File: config.mk
export PLATFORM = sky130hd
export DESIGN_NAME = uart_frame_loader
export DESIGN_NICKNAME = d
export VERILOG_FILES = /design/src/rtl/uart_frame_loader.sv
export SDC_FILE = /design/constraint.sdc
export NUM_CORES = 1
export LEC_CHECK = 0
export CAP_MARGIN = 25
export CORE_MARGIN = 10
export CORE_UTILIZATION = 45
export CTS_CLUSTER_DIAMETER = 50
export DETAILED_ROUTE_END_ITERATION = 16
export HOLD_SLACK_MARGIN = 0.06
export PLACE_DENSITY = 0.67
export RECOVER_POWER = 100
export SLEW_MARGIN = 5
export SYNTH_ARGS = -nofsm -noshare
export SYNTH_HDL_FRONTEND = slang
export SYNTH_SLANG_ARGS = --single-unit
File: constraint.sdc
create_clock -name clk -period 7.06 [get_ports clk]
set_input_delay 1.059 -clock clk [delete_from_list [all_inputs] [get_ports clk]]
set_output_delay 1.059 -clock clk [all_outputs]
set_load 0.005 [all_outputs]
File: src/rtl/uart_frame_loader.sv
// Syncs on a start-of-frame byte from the UART receiver and writes IMG_H*IMG_W pixels
// into the frame buffer in row-major order, then locks the buffer until the pipeline releases it.
module uart_frame_loader #(
  parameter int          IMG_W       = 28,
  parameter int          IMG_H       = 28,
  parameter int          ADDR_W      = 10,
  parameter logic [7:0]  SYNC_BYTE   = 8'hA5,
  parameter int          TIMEOUT_CYC = 1000000
) (
  input  logic              clk,
  input  logic              reset,
  input  logic              rx_valid,
  input  logic [7:0]        rx_data,
  input  logic              pipe_busy,
  output logic              wr_en,
  output logic [ADDR_W-1:0] wr_addr,
  output logic [7:0]        wr_data,
  output logic              frame_loaded,
  output logic              loading,
  output logic              overrun,
  output logic              timeout_err
);

  localparam int NPIX = IMG_W * IMG_H;
  localparam int TMO_W = (TIMEOUT_CYC > 1) ? $clog2(TIMEOUT_CYC + 1) : 1;
  localparam logic [ADDR_W-1:0] LAST_PIX = ADDR_W'(NPIX - 1);
  localparam logic [TMO_W-1:0]  TMO_LIMIT = TMO_W'(TIMEOUT_CYC);

  typedef enum logic [2:0] {
    S_IDLE,
    S_LOAD,
    S_DONE,
    S_ARM,
    S_HOLD
  } state_t;

  state_t            state_q, state_d;
  logic [ADDR_W-1:0] pix_cnt_q, pix_cnt_d;
  logic [TMO_W-1:0]  tmo_cnt_q, tmo_cnt_d;
  logic              wr_en_q, wr_en_d;
  logic [ADDR_W-1:0] wr_addr_q, wr_addr_d;
  logic [7:0]        wr_data_q, wr_data_d;
  logic              frame_loaded_q, frame_loaded_d;
  logic              overrun_q, overrun_d;
  logic              timeout_err_q, timeout_err_d;

  always_ff @(posedge clk) begin
    if (reset) begin
      state_q        <= S_IDLE;
      pix_cnt_q      <= '0;
      tmo_cnt_q      <= '0;
      wr_en_q        <= 1'b0;
      wr_addr_q      <= '0;
      wr_data_q      <= '0;
      frame_loaded_q <= 1'b0;
      overrun_q      <= 1'b0;
      timeout_err_q  <= 1'b0;
    end else begin
      state_q        <= state_d;
      pix_cnt_q      <= pix_cnt_d;
      tmo_cnt_q      <= tmo_cnt_d;
      wr_en_q        <= wr_en_d;
      wr_addr_q      <= wr_addr_d;
      wr_data_q      <= wr_data_d;
      frame_loaded_q <= frame_loaded_d;
      overrun_q      <= overrun_d;
      timeout_err_q  <= timeout_err_d;
    end
  end

  always_comb begin
    state_d        = state_q;
    pix_cnt_d      = pix_cnt_q;
    tmo_cnt_d      = tmo_cnt_q;
    wr_en_d        = 1'b0;
    wr_addr_d      = wr_addr_q;
    wr_data_d      = wr_data_q;
    frame_loaded_d = 1'b0;
    overrun_d      = 1'b0;
    timeout_err_d  = 1'b0;

    case (state_q)
      S_IDLE: begin
        if (rx_valid && (rx_data == SYNC_BYTE)) begin
          state_d   = S_LOAD;
          pix_cnt_d = '0;
          tmo_cnt_d = '0;
        end
      end
      S_LOAD: begin
        // A byte arriving on the expiry cycle still counts as a pixel.
        if (rx_valid) begin
          wr_en_d   = 1'b1;
          wr_addr_d = pix_cnt_q;
          wr_data_d = rx_data;
          tmo_cnt_d = '0;
          if (pix_cnt_q == LAST_PIX) begin
            state_d   = S_DONE;
            pix_cnt_d = '0;
          end else begin
            pix_cnt_d = pix_cnt_q + ADDR_W'(1);
          end
        end else if (TIMEOUT_CYC != 0) begin
          if ((tmo_cnt_q + TMO_W'(1)) == TMO_LIMIT) begin
            state_d       = S_IDLE;
            timeout_err_d = 1'b1;
            tmo_cnt_d     = '0;
            pix_cnt_d     = '0;
          end else begin
            tmo_cnt_d = tmo_cnt_q + TMO_W'(1);
          end
        end
      end
      S_DONE: begin
        overrun_d      = rx_valid;
        frame_loaded_d = 1'b1;
        state_d        = S_ARM;
      end
      S_ARM: begin
        overrun_d = rx_valid;
        if (pipe_busy) state_d = S_HOLD;
      end
      S_HOLD: begin
        overrun_d = rx_valid;
        if (!pipe_busy) state_d = S_IDLE;
      end
      default: state_d = S_IDLE;
    endcase
  end

  assign wr_en        = wr_en_q;
  assign wr_addr      = wr_addr_q;
  assign wr_data      = wr_data_q;
  assign frame_loaded = frame_loaded_q;
  assign loading      = (state_q == S_LOAD);
  assign overrun      = overrun_q;
  assign timeout_err  = timeout_err_q;

endmodule

==> reports/qor.csv <==
metric;value;unit
wl_met1;3180;um
fmax;247;MHz
p_per_area;189;mW/mm^2
antenna_found_initial;0;
synth_area_leaders;dfxtp_1, nand2_1, a21oi_1;
period_minus_slack;4.04;ns
htreeDepth;2;
crit_type;flip-flop to flip-flop;
post_cts_resized;0;
design.die.area;0.00996;sq mm
synth_nets;363;
worstPathRequired;7.18;ns
hold_buffers;0;
core;0.00628;sq mm
ios;35;
setup_slack;3.02;ns
power;0.000614;W
final_area;0.00325;sq mm
setup_viol;0;
antenna_left;0;
n_antenna_cell;0;
yosysTopAreaCell;dfxtp_1;
num_vias;2524;
die_h;99.8;um
grt_use_total;12.9;%
syn_inst;348;
syn_area;0.00286;sq mm
cts_setup_buffers;0;
p_leak;1.07;nW
synth-main-ff-cell;dfxtp_1;
io_buffers;34;
end_kind;flip-flop;
critPathMaxFanout;19;
max-cap-violations;2;
drive_gt1_share;7.18;%
cts_buffer_depth;2;
post-route-period-util;57.3;%
synth-seq-area-share;38.4;%
rsz0062_at_grt;false;
detailed_place_hpwl;4600;um
status;finished with violations;
grt_pass1_wl;11000;um
violations;capacitance limit, slew limit;
drt_iter0_drc;136;
cts-buffers-inserted;5;
yosysMostFrequentCell;nand2_1;
place_ws;3.55;ns
setup_tns;0;ns
synth_common_cells;nand2_1, dfxtp_1, a21oi_1;
cts_root_buf;clkbuf_8;
place_congestion;0.887;
areaGrowthSynthToFinish;13.4;%
fp.dieW;99.8;um
hold_viol;0;
timing.hold.ws;0.455;ns
post_drt_wl_per_cell;14.9;um
grt_pass1_vias;2264;
grt_start_max_net_pins;47;
fill_cells;633;
start_util;45.6;%
worstSetupStartpointType;flip-flop;
synthArstFlopShare;0;%
route.detailed.drc;0;
routed_wl;6550;um
clock-sinks;55;
overflow;0;
cp.arrival;4.17;ns
worstMarginPinSlew;2.07;ns
ys_warn_count;0;
num_rows;29;
clkTransAtPathRegs;0.10;ns
placed_area;0.00318;sq mm
clk_latency;0.31;ns
max_slew_margin;-38.3;%
detail_route.first_pass.iterations;4;
peakVddDrop;0.000101;V
num-nets-final;376;
fin_worst_skew;0.00937;ns
synth_area_per_cell;8.23;sq um
synth_top_area_share;38.4;%
synth.ff_latch_count;55;
top_layer;met4;
wl_met3;256;um
dr_wl_met2;3040;um
cts_tree;done;
slew_violations;67;
synth_edf_count;0;
synth_cell_types;54;
hp-class;flip-flop to flip-flop;
routed_via_density;5.75;
cell families after synthesis:
| logic type | after synthesis | share of synthesized area [%] |
|---|---|---|
| and+or+nand+nor | 158 | 29.6 |
| buffers and inverters | 35 | 5.72 |
| adders and majority gates | 3 | 1.31 |
| DFF | 55 | 38.4 |
| muxes | 1 | 0.350 |
| xor gates and xnor gates | 25 | 7.65 |
| AOI/OAI and AO/OA | 71 | 16.9 |
metal layers:
layer	vias to the layer above	global-route usage (%)
li1	1271	-
met1	1206	17.4
met2	42	20.0
met3	5	2.75
met4	0	3.97
met5	-	0
critical path, cell delays in order (launching register included):
cell	delay, ns
dfxtp_1	0.51
nand4_4	0.20
or3_1	0.54
or3b_1	0.40
a221oi_1	0.32
nand4_1	0.24
a21oi_1	1.53
nor3_1	0.12
final cells by class:
cell class                 count  area (sq um)  share of cell area, %
multi-input combinational    258          1580                   48.5
timing repair buffer          36           345                   10.6
tap                           77          96.3                   2.97
clock buffer                   6          72.6                   2.23
sequential                    55          1100                   33.9
inverter                       5          18.8                  0.578
clock inverter                 2          38.8                   1.19
report_power, final:
group | switching (W) | internal, W
clock network | 0.000108 | 0.000107
logic | 0.0000513 | 0.0000257
registers | 0.00000608 | 0.000316
total | 0.000165 | 0.000449
through the flow:
| stage | utilization, % | instances |
|---|---|---|
| 2_1_floorplan | - | 348 |
| 3_3_place_gp | 50.3 | 430 |
| 3_5_place_dp | 50.6 | 431 |
| 4_1_cts | 52.4 | 439 |
| 5_1_grt | 51.7 | 439 |
| 6_report | 51.7 | 439 |
registers in the layout (all words and copies together), names as in the netlist:
| register | flops |
|---|---|
| frame_loaded | 1 |
| overrun | 1 |
| pix_cnt_q | 10 |
| state_q | 3 |
| timeout_err | 1 |
| tmo_cnt_q | 20 |
| wr_addr | 10 |
| wr_data | 8 |
| wr_en | 1 |
path summary, 6_finish.rpt:
check / end / cells after the start / startpoint / slack (ns)
setup / recovery: tmo_cnt_q[1] / 7 / tmo_cnt_q[3] / 3.02
hold / removal: wr_addr[3] / 2 / wr_addr[3] / 0.46
setup reg to reg: tmo_cnt_q[1] / 7 / tmo_cnt_q[3] / 3.02
hold reg to reg: wr_addr[3] / 2 / wr_addr[3] / 0.46
cell usage in the layout, fill, tap and decap left out, drive strengths merged, types with 8 or more instances in the layout:
| cell type | Yosys | routed |
|---|---|---|
| nor3 | 30 | 30 |
| nand4 | 9 | 9 |
| nand2 | 58 | 58 |
| nand3 | 14 | 14 |
| clkbuf | 23 | 8 |
| a21oi | 36 | 36 |
| nor2 | 16 | 16 |
| clkdlybuf4s50 | 0 | 9 |
| xor2 | 12 | 12 |
| dfxtp | 55 | 55 |
| a311oi | 9 | 9 |
| xnor2 | 13 | 13 |
| dlygate4sd3 | 0 | 24 |
Power figures use the tool's default switching activity.
